`src/rtl/bdf_sched_loader_pkg.sv`:
```
// Shared types and helpers for the bdf schedule loader.
package bdf_sched_loader_pkg;

  localparam int unsigned BYTE_W = 8;

  typedef enum logic [2:0] {
    StIdle,
    StLoad,
    StReady,
    StRun,
    StErr
  } loader_state_e;

  // Number of host bytes needed to carry one control word.
  function automatic int unsigned ctrl_bytes(input int unsigned width);
    return (width + BYTE_W - 1) / BYTE_W;
  endfunction

endpackage

```
`src/rtl/bdf_sched_loader_packer.sv`:
```
// Assembles LSB-first host bytes into one control word.
// word_done/word are combinational so the caller can register them
// in the same cycle as the final byte transfer.
module bdf_sched_loader_packer
  import bdf_sched_loader_pkg::*;
#(
  parameter int unsigned CTRL_WIDTH     = 24,
  parameter int unsigned BYTES_PER_WORD = ctrl_bytes(CTRL_WIDTH)
) (
  input  logic                  clk,
  input  logic                  rst,
  input  logic                  clear,
  input  logic                  byte_valid,
  input  logic [BYTE_W-1:0]     byte_data,
  output logic                  word_done,
  output logic [CTRL_WIDTH-1:0] word
);

  localparam int unsigned AsmW = BYTES_PER_WORD * BYTE_W;
  localparam int unsigned CntW = (BYTES_PER_WORD > 1) ? $clog2(BYTES_PER_WORD) : 1;
  localparam logic [CntW-1:0] LastIdx = CntW'(BYTES_PER_WORD - 1);

  logic [CntW-1:0] cnt_q;
  logic [AsmW-1:0] asm_q;
  logic [AsmW-1:0] asm_ins;

  // Insert the incoming byte at the lane selected by the byte counter.
  always_comb begin
    asm_ins = asm_q;
    for (int k = 0; k < BYTES_PER_WORD; k++) begin
      if (cnt_q == CntW'(k)) begin
        asm_ins[k*BYTE_W +: BYTE_W] = byte_data;
      end
    end
  end

  assign word_done = byte_valid && (cnt_q == LastIdx);
  assign word      = asm_ins[CTRL_WIDTH-1:0];

  // Byte counter and partial-word register; clear has priority over a byte.
  always_ff @(posedge clk or posedge rst) begin
    if (rst) begin
      cnt_q <= '0;
      asm_q <= '0;
    end else if (clear) begin
      cnt_q <= '0;
      asm_q <= '0;
    end else if (byte_valid) begin
      if (word_done) begin
        cnt_q <= '0;
        asm_q <= '0;
      end else begin
        cnt_q <= cnt_q + 1'b1;
        asm_q <= asm_ins;
      end
    end
  end

endmodule

```
`src/rtl/bdf_sched_loader.sv`:
```
// Host-facing schedule loader for the bdf controller: packs host bytes into
// control words, checks schedule framing, and turns start/stop commands
// into single-cycle controller pulses. All outputs are registered.
module bdf_sched_loader
  import bdf_sched_loader_pkg::*;
#(
  parameter int unsigned NUM_BUFFS      = 12,
  parameter int unsigned CTRL_WIDTH     = NUM_BUFFS * 2,
  parameter int unsigned ITER_PERIOD    = 48,
  parameter int unsigned BYTES_PER_WORD = ctrl_bytes(CTRL_WIDTH)
) (
  input  logic                             clk,
  input  logic                             rst,
  input  logic                             host_valid,
  output logic                             host_ready,
  input  logic [BYTE_W-1:0]                host_byte,
  input  logic                             host_last,
  input  logic                             cmd_start,
  input  logic                             cmd_stop,
  output logic                             load_ctrl,
  output logic [CTRL_WIDTH-1:0]            ctrl_in,
  output logic                             start_ctrl,
  output logic                             stop_ctrl,
  output logic                             running,
  output logic                             sched_err,
  output logic [$clog2(ITER_PERIOD+1)-1:0] words_loaded
);

  localparam int unsigned WcW = $clog2(ITER_PERIOD + 1);
  localparam logic [WcW-1:0] LastWord = WcW'(ITER_PERIOD - 1);

  loader_state_e state_q, state_d;
  logic [WcW-1:0]        words_q, words_d;
  logic [CTRL_WIDTH-1:0] ctrl_q, ctrl_d;
  logic                  load_q, load_d;
  logic                  start_q, start_d;
  logic                  stop_q, stop_d;
  logic                  run_q, run_d;
  logic                  err_q, err_d;
  logic                  ready_q, ready_d;

  logic                  xfer;
  logic                  pk_valid;
  logic                  pk_clear;
  logic                  pk_done;
  logic [CTRL_WIDTH-1:0] pk_word;

  // host_ready is only high in Idle/Load, so no extra state qualification.
  // A concurrent cmd_stop aborts and the byte is dropped.
  assign xfer     = host_valid && ready_q;
  assign pk_valid = xfer && !cmd_stop;

  bdf_sched_loader_packer #(
    .CTRL_WIDTH     (CTRL_WIDTH),
    .BYTES_PER_WORD (BYTES_PER_WORD)
  ) u_packer (
    .clk        (clk),
    .rst        (rst),
    .clear      (pk_clear),
    .byte_valid (pk_valid),
    .byte_data  (host_byte),
    .word_done  (pk_done),
    .word       (pk_word)
  );

  // Next-state, word counting, framing checks and pulse generation.
  always_comb begin
    state_d  = state_q;
    words_d  = words_q;
    ctrl_d   = ctrl_q;
    load_d   = 1'b0;
    start_d  = 1'b0;
    stop_d   = 1'b0;
    run_d    = run_q;
    err_d    = err_q;
    pk_clear = 1'b0;

    unique case (state_q)
      StIdle, StLoad: begin
        if (cmd_stop) begin
          state_d  = StIdle;
          words_d  = '0;
          pk_clear = 1'b1;
        end else if (xfer) begin
          state_d = StLoad;
          if (pk_done && (words_q == LastWord)) begin
            // Final word is always loaded; missing host_last is flagged after.
            load_d  = 1'b1;
            ctrl_d  = pk_word;
            words_d = words_q + 1'b1;
            if (host_last) begin
              state_d = StReady;
            end else begin
              state_d = StErr;
              err_d   = 1'b1;
            end
          end else if (host_last) begin
            // Early end of schedule: drop the partial word.
            state_d  = StErr;
            err_d    = 1'b1;
            pk_clear = 1'b1;
          end else if (pk_done) begin
            load_d  = 1'b1;
            ctrl_d  = pk_word;
            words_d = words_q + 1'b1;
          end
        end
      end
      StReady: begin
        if (cmd_stop) begin
          state_d  = StIdle;
          words_d  = '0;
          pk_clear = 1'b1;
        end else if (cmd_start) begin
          state_d = StRun;
          start_d = 1'b1;
          run_d   = 1'b1;
        end
      end
      StRun: begin
        if (cmd_stop) begin
          state_d  = StIdle;
          stop_d   = 1'b1;
          run_d    = 1'b0;
          words_d  = '0;
          pk_clear = 1'b1;
        end
      end
      StErr: begin
        if (cmd_stop) begin
          state_d  = StIdle;
          err_d    = 1'b0;
          words_d  = '0;
          pk_clear = 1'b1;
        end
      end
      default: begin
        state_d  = StIdle;
        words_d  = '0;
        run_d    = 1'b0;
        pk_clear = 1'b1;
      end
    endcase

    ready_d = (state_d == StIdle) || (state_d == StLoad);
  end

  // State and registered outputs.
  always_ff @(posedge clk or posedge rst) begin
    if (rst) begin
      state_q <= StIdle;
      words_q <= '0;
      ctrl_q  <= '0;
      load_q  <= 1'b0;
      start_q <= 1'b0;
      stop_q  <= 1'b0;
      run_q   <= 1'b0;
      err_q   <= 1'b0;
      ready_q <= 1'b0;
    end else begin
      state_q <= state_d;
      words_q <= words_d;
      ctrl_q  <= ctrl_d;
      load_q  <= load_d;
      start_q <= start_d;
      stop_q  <= stop_d;
      run_q   <= run_d;
      err_q   <= err_d;
      ready_q <= ready_d;
    end
  end

  assign host_ready   = ready_q;
  assign load_ctrl    = load_q;
  assign ctrl_in      = ctrl_q;
  assign start_ctrl   = start_q;
  assign stop_ctrl    = stop_q;
  assign running      = run_q;
  assign sched_err    = err_q;
  assign words_loaded = words_q;

endmodule
```
`config.mk`:
```
export PLATFORM = sky130hd
export DESIGN_NAME = bdf_sched_loader
export DESIGN_NICKNAME = d
export VERILOG_FILES = /design/src/rtl/bdf_sched_loader_pkg.sv /design/src/rtl/bdf_sched_loader_packer.sv /design/src/rtl/bdf_sched_loader.sv
export SDC_FILE = /design/constraint.sdc
export NUM_CORES = 1
export LEC_CHECK = 0
export ABC_AREA = 1
export BUFFER_PORTS_ARGS = -buffer_cell sky130_fd_sc_hd__buf_2
export CORE_ASPECT_RATIO = 1.4
export CORE_MARGIN = 2
export CORE_UTILIZATION = 35
export DETAILED_ROUTE_END_ITERATION = 12
export GPL_ROUTABILITY_DRIVEN = 0
export PLACE_DENSITY_LB_ADDON = 0.3
export SETUP_SLACK_MARGIN = 0.4
export SYNTH_ARGS = -nofsm -noshare
export SYNTH_HDL_FRONTEND = slang
export SYNTH_SLANG_ARGS = --single-unit
```
`constraint.sdc`:
```
create_clock -name clk -period 2.1 [get_ports clk]
set_input_delay 0.315 -clock clk [delete_from_list [all_inputs] [get_ports clk]]
set_output_delay 0.315 -clock clk [all_outputs]
set_load 0.03 [all_outputs]
```
# Word-level counts from Yosys, hierarchy flattened
# Index checks and enable logic that the tools add are counted.
op_classes:
  n_reduce_logical: 20
  muxes: 54
  add_sub_neg: 2
  n_bitwise: 2
  eq_ne: 21
ops:
  columns: ["operator", "count"]
  rows:
  - ["24-bit 2-to-1 mux", 6]
  - ["6-bit 2-to-1 mux", 6]
  - ["3-bit 2-to-1 mux", 8]
  - ["8-bit 2-to-1 mux", 3]
  - ["1-bit 2-to-1 mux", 23]
  - ["2-bit inequality test, second input constant", 6]
  - ["6-bit one-hot mux with 2 select lines", 1]
  - ["3-bit inequality test, second input constant", 3]
  - ["3-bit one-hot mux with 3 select lines", 1]
  - ["4-bit inequality test, second input constant", 2]
  - ["4-bit AND reduction", 2]
  - ["6-bit by 1-bit adder with 6-bit output, second input constant", 1]
  - ["3-bit by 1-bit equality test with 1-bit output, second input constant", 2]
  - ["3-bit by 2-bit equality test with 1-bit output, second input constant", 2]
  - ["6-bit equality test, second input constant", 1]
  - ["3-bit logical NOT", 2]
  - ["2-bit 2-to-1 mux", 3]
  - ["6-bit AND reduction", 1]
  - ["2-bit nonzero test", 3]
  - ["3-bit OR reduction", 2]
  - ["5-bit AND reduction", 1]
  - ["1-bit logical AND", 4]
  - ["2-bit by 1-bit inequality test with 1-bit output, second input constant", 2]
  - ["1-bit one-hot mux with 2 select lines", 2]
  - ["other kinds (10)", 12]
word_totals:
  register_bits: 65
  input_bits: 14
  output_inout_bits: 36

# Depth between registers and ports, before layout
depth:
  word_depth: 10
  mapped_depth: 11
  depth_no_buf: 10

# Cells and area by module
# Synthesis repeated with hierarchy kept, for this count alone.
unflattened:
  cells_unflattened: 409
  hier_area_um2: 3245.6
by_module_without_submodules:
  columns: ["module", "cells_per_inst", "instances", "seq_area_each_um2", "area_each_um2"]
  rows:
  - ["bdf_sched_loader", 214, 1, 975.9, 1851.8]
  - ["bdf_sched_loader_packer", 195, 1, 650.6, 1393.8]

# Worst setup path after synthesis
# Ideal clock, no wire load.
synth_timing:
  kind: "reg-to-reg"
  from: "reg words_q[0], in the netlist words_loaded[0]"
  to: "reg u_packer.asm_q[10]"
  path_stages_with_launch: 12
  arrival_ns: 1.937
  slack_ns: 0.098
  required_ns: 2.035
  period_less_slack_ns: 2.002
  cell_sequence: "dfrtp_1 -> ha_1 -> nand3_1 -> nor2_1 -> nand2_2 -> ha_1 -> nand2_2 -> nand2_4 -> nor2_8 -> buf_6 -> nand2_1 -> nand2_1"
synth_via:
  elab_chain_cells: 7
  elab_cells_between_ends: 8
synth_lines:
  columns: ["element", "line", "text"]
  rows:
  - ["start, declared", "bdf_sched_loader.sv:33", "logic [WcW-1:0] words_q, words_d;"]
  - ["start signal, assigned", "bdf_sched_loader.sv:162", "words_q <= words_d;"]
  - ["6-bit equality test *", "bdf_sched_loader.sv:86", "if (pk_done && (words_q == LastWord)) begin"]
  - ["1-bit logical AND *", "bdf_sched_loader.sv:86", null]
  - ["1-bit 2-to-1 mux *", "bdf_sched_loader.sv:86", null]
  - ["1-bit 2-to-1 mux *", "bdf_sched_loader.sv:84", "end else if (xfer) begin"]
  - ["1-bit 2-to-1 mux *", "bdf_sched_loader.sv:80", "if (cmd_stop) begin"]
  - ["1-bit one-hot mux with 2 select lines *", "bdf_sched_loader.sv:78", "unique case (state_q)"]
  - ["24-bit 2-to-1 mux / 2-bit nonzero test (equally long branches)", null, null]
  - ["end signal, assigned", "bdf_sched_loader_packer.sv:54", "asm_q <= asm_ins;"]
  - ["end, declared", "bdf_sched_loader_packer.sv:24", "logic [AsmW-1:0] asm_q;"]
# Mark *: on every way between the ends. The rest lies on a longest branch, timed or not.
# A chain may end at the register's enable or synchronous reset.

# Worst setup path in the final report
layout_timing:
  from: "reg words_q[0], in the netlist words_loaded[0]"
  to: "reg u_packer.asm_q[2]"
# Same word-level chain as after synthesis.

==> results.toml <==
[power_and_ir_drop]
power_density_nw_per_um2 = 769
p_total_w = 0.00312
power_leakage_nw = 2.20
ir_worst_vdd_mv = 0.482

[global_route]
antenna_found_initial = 0
grt_pass1_wl_um = 12500
gr-total-overflow = 0
grt_use_total_pct = 16.1
grt_max_degree = 41
grt_pass1_vias = 2650

[status]
outcome = "finished clean"

[place]
dp_slack_ps = 224
hpwl_um = 5140
io_buffers = 49

[drt]
drtPass1Iterations = 5
postRouteAntennaNets = 0
wire_per_inst_um = 13.5
wl_um = 7730
drt-vias-per-instance = 4.89
drcViolationCount = 0
vias = 2803
drtIter0Drc = 249

[critical_path]
crit_family = "simple AND/OR/NAND/NOR gates"
slowest_delay_ps = 380
cp-start-kind = "register"
reg2reg_slack_ps = 420
critPathSlowestCell = "dfrtp_2"
crit_chain = "ha_4 -> nand3_4 -> nor2_4 -> nand2_4 -> ha_4 -> nand2_4 -> nand2_8 -> inv_4 -> buf_4 -> nand3_1 -> nand2_1"
cp-end-kind = "register"
critPathKind = "register to register"
cp.arrival_ps = 1940
crit_fanout = 5
path_buf_inv = 2
worstPathRequired_ps = 2370

[yosys]
ys_seq_area_share_pct = 50.9
synth_top_area_share_pct = 50.9
avgSynthCellArea_um2 = 8.09
syn_area_um2 = 3200
ys_seq_elements = 65
ys_types = 27
synth_flop_cell = "dfrtp_1"
synth_nets = 413
yosysTopAreaCell = "dfrtp_1"
synth_edf_count = 0
netlist_instances = 395
synth_area_leaders = "dfrtp_1, nand2_1, o21ai_0, nand3_1, inv_1"
synth-async-reset-ratio_pct = 100
synth_most_common_cell = "nand2_1"
synth_top_cells_by_count = "nand2_1, dfrtp_1, o21ai_0"
ys_warn_count = 0

[clock_network]
clk_pin_slew_ps = 50
clk_path_buf_depth = 2
insertion_delay_ps = 330
cts_made_buffers = 9
clock_sinks = 65
cts_tree = "done"
htreeDepth = 3
cts_root_buf = "clkbuf_16"

[floorplan]
die_h_um = 117
initial_utilization_pct = 35.8
fp-row-count = 41
pin_count = 50
core_um2 = 8930
dieArea_um2 = 9920
die_w_um = 84.8

[timing]
timing.fmax_mhz = 597
fin_crit_ps = 1680
rsz0062_at_grt = "true"
setup_slack_ps = 424
skew_ps = 3.84
relSlewSlack_pct = 59.8
period_share_pct = 79.8
hold_viol_final = 0
setup_violations = 0
worstMarginPinSlew_ps = 602
maxSlewViolCount = 0
tns_ps = 0

[cells_and_area]
syn2layout_area_growth_pct = 27.0
diodes = 0
drive_gt1_share_pct = 27.0
nNetsFinal = 479

[job]
cap_viol_max_count = 0

[worst_hold_path]
hold_path_class = "input port to asynchronous set/reset pin"
-- cell families (layout without fill, tap and decap cells) --
logic type,after synthesis,in the layout,synth area share (%)
and+or+nand+nor,225,228,30.9
adders and majority gates,4,4,1.57
DFF,65,65,50.9
xor gates and xnor gates,3,3,0.822
buffers and inverters,50,118,7.75
AOI/OAI and AO/OA,48,48,8.07
-- worst paths after layout --
path | cells past startpoint | start | to
setup / recovery | 11 | words_loaded[0]$_DFFE_PP0P_ | u_packer.asm_q[2]$_DFFE_PP0P_
hold / removal | 2 | rst | ctrl_in[3]$_DFFE_PP0P_
setup reg to reg | 11 | words_loaded[0]$_DFFE_PP0P_ | u_packer.asm_q[2]$_DFFE_PP0P_
hold reg to reg | 2 | ctrl_in[0]$_DFFE_PP0P_ | ctrl_in[0]$_DFFE_PP0P_
max in group asynchronous | 3 | rst | ctrl_in[11]$_DFFE_PP0P_
min in group clk | 3 | cmd_start | start_ctrl$_DFF_PP0_
-- state kept, by name (all words and copies together) (netlist names), 2 cells and up --
signal	count
u_packer.asm_q	24
ctrl_in	24
state_q	3
words_loaded	6
u_packer.cnt_q	2
-- stage by stage --
stage                     std cells  cell area [um2]  utilization, %  hold WS, ps
final                           573             4060            45.5         52.6
after global routing            573             4060            45.5          123
after CTS                       568             3910            43.7         69.3
after detailed placement        543             3560            39.9          421
after global placement          543             3560            39.9          417
after floorplan                 395             3230               -          437
-- layout make-up --
class,instances,area (um2)
clock buffers,12,236
clock inverters,4,20.0
fillers,947,4870
inverters,37,160
multi-input cells,283,1470
flip-flops and latches,65,1630
well taps,107,134
repair buffers,64,402
repair inverters,1,6.26
-- where the power goes --
group	switching [W]	internal [W]	leakage, nW
clock network	0.000513	0.000790	0.130
logic	0.000326	0.000147	1.18
registers	0.0000352	0.00131	0.890
total	0.000874	0.00224	2.20
-- cell usage in the layout, fill, tap and decap left out, types with 10 or more instances in the layout --
cell and n:
dfrtp_1 63, buf_2 49, o21ai_0 29, nand3_1 21
inv_1 29, nand2_1 160, nor2_1 10
-- layer usage --
layer | track usage [%] | vias to the layer above | wire length (um)
met5 | 0 | - | 0
met4 | 8.99 | 0 | 276
met3 | 4.56 | 24 | 462
met1 | 18.9 | 1314 | 3100
li1 | - | 1384 | -
met2 | 26.8 | 81 | 3890
-- repair_timing --
item,4_1_cts,5_1_grt
pin swaps,3,18
gates resized for setup,5,31
hold buffers,0,0
setup endpoints to repair,50,51
cloned,0,4
buffers inserted,9,1
No activity file was read; power rests on OpenSTA's default activity.
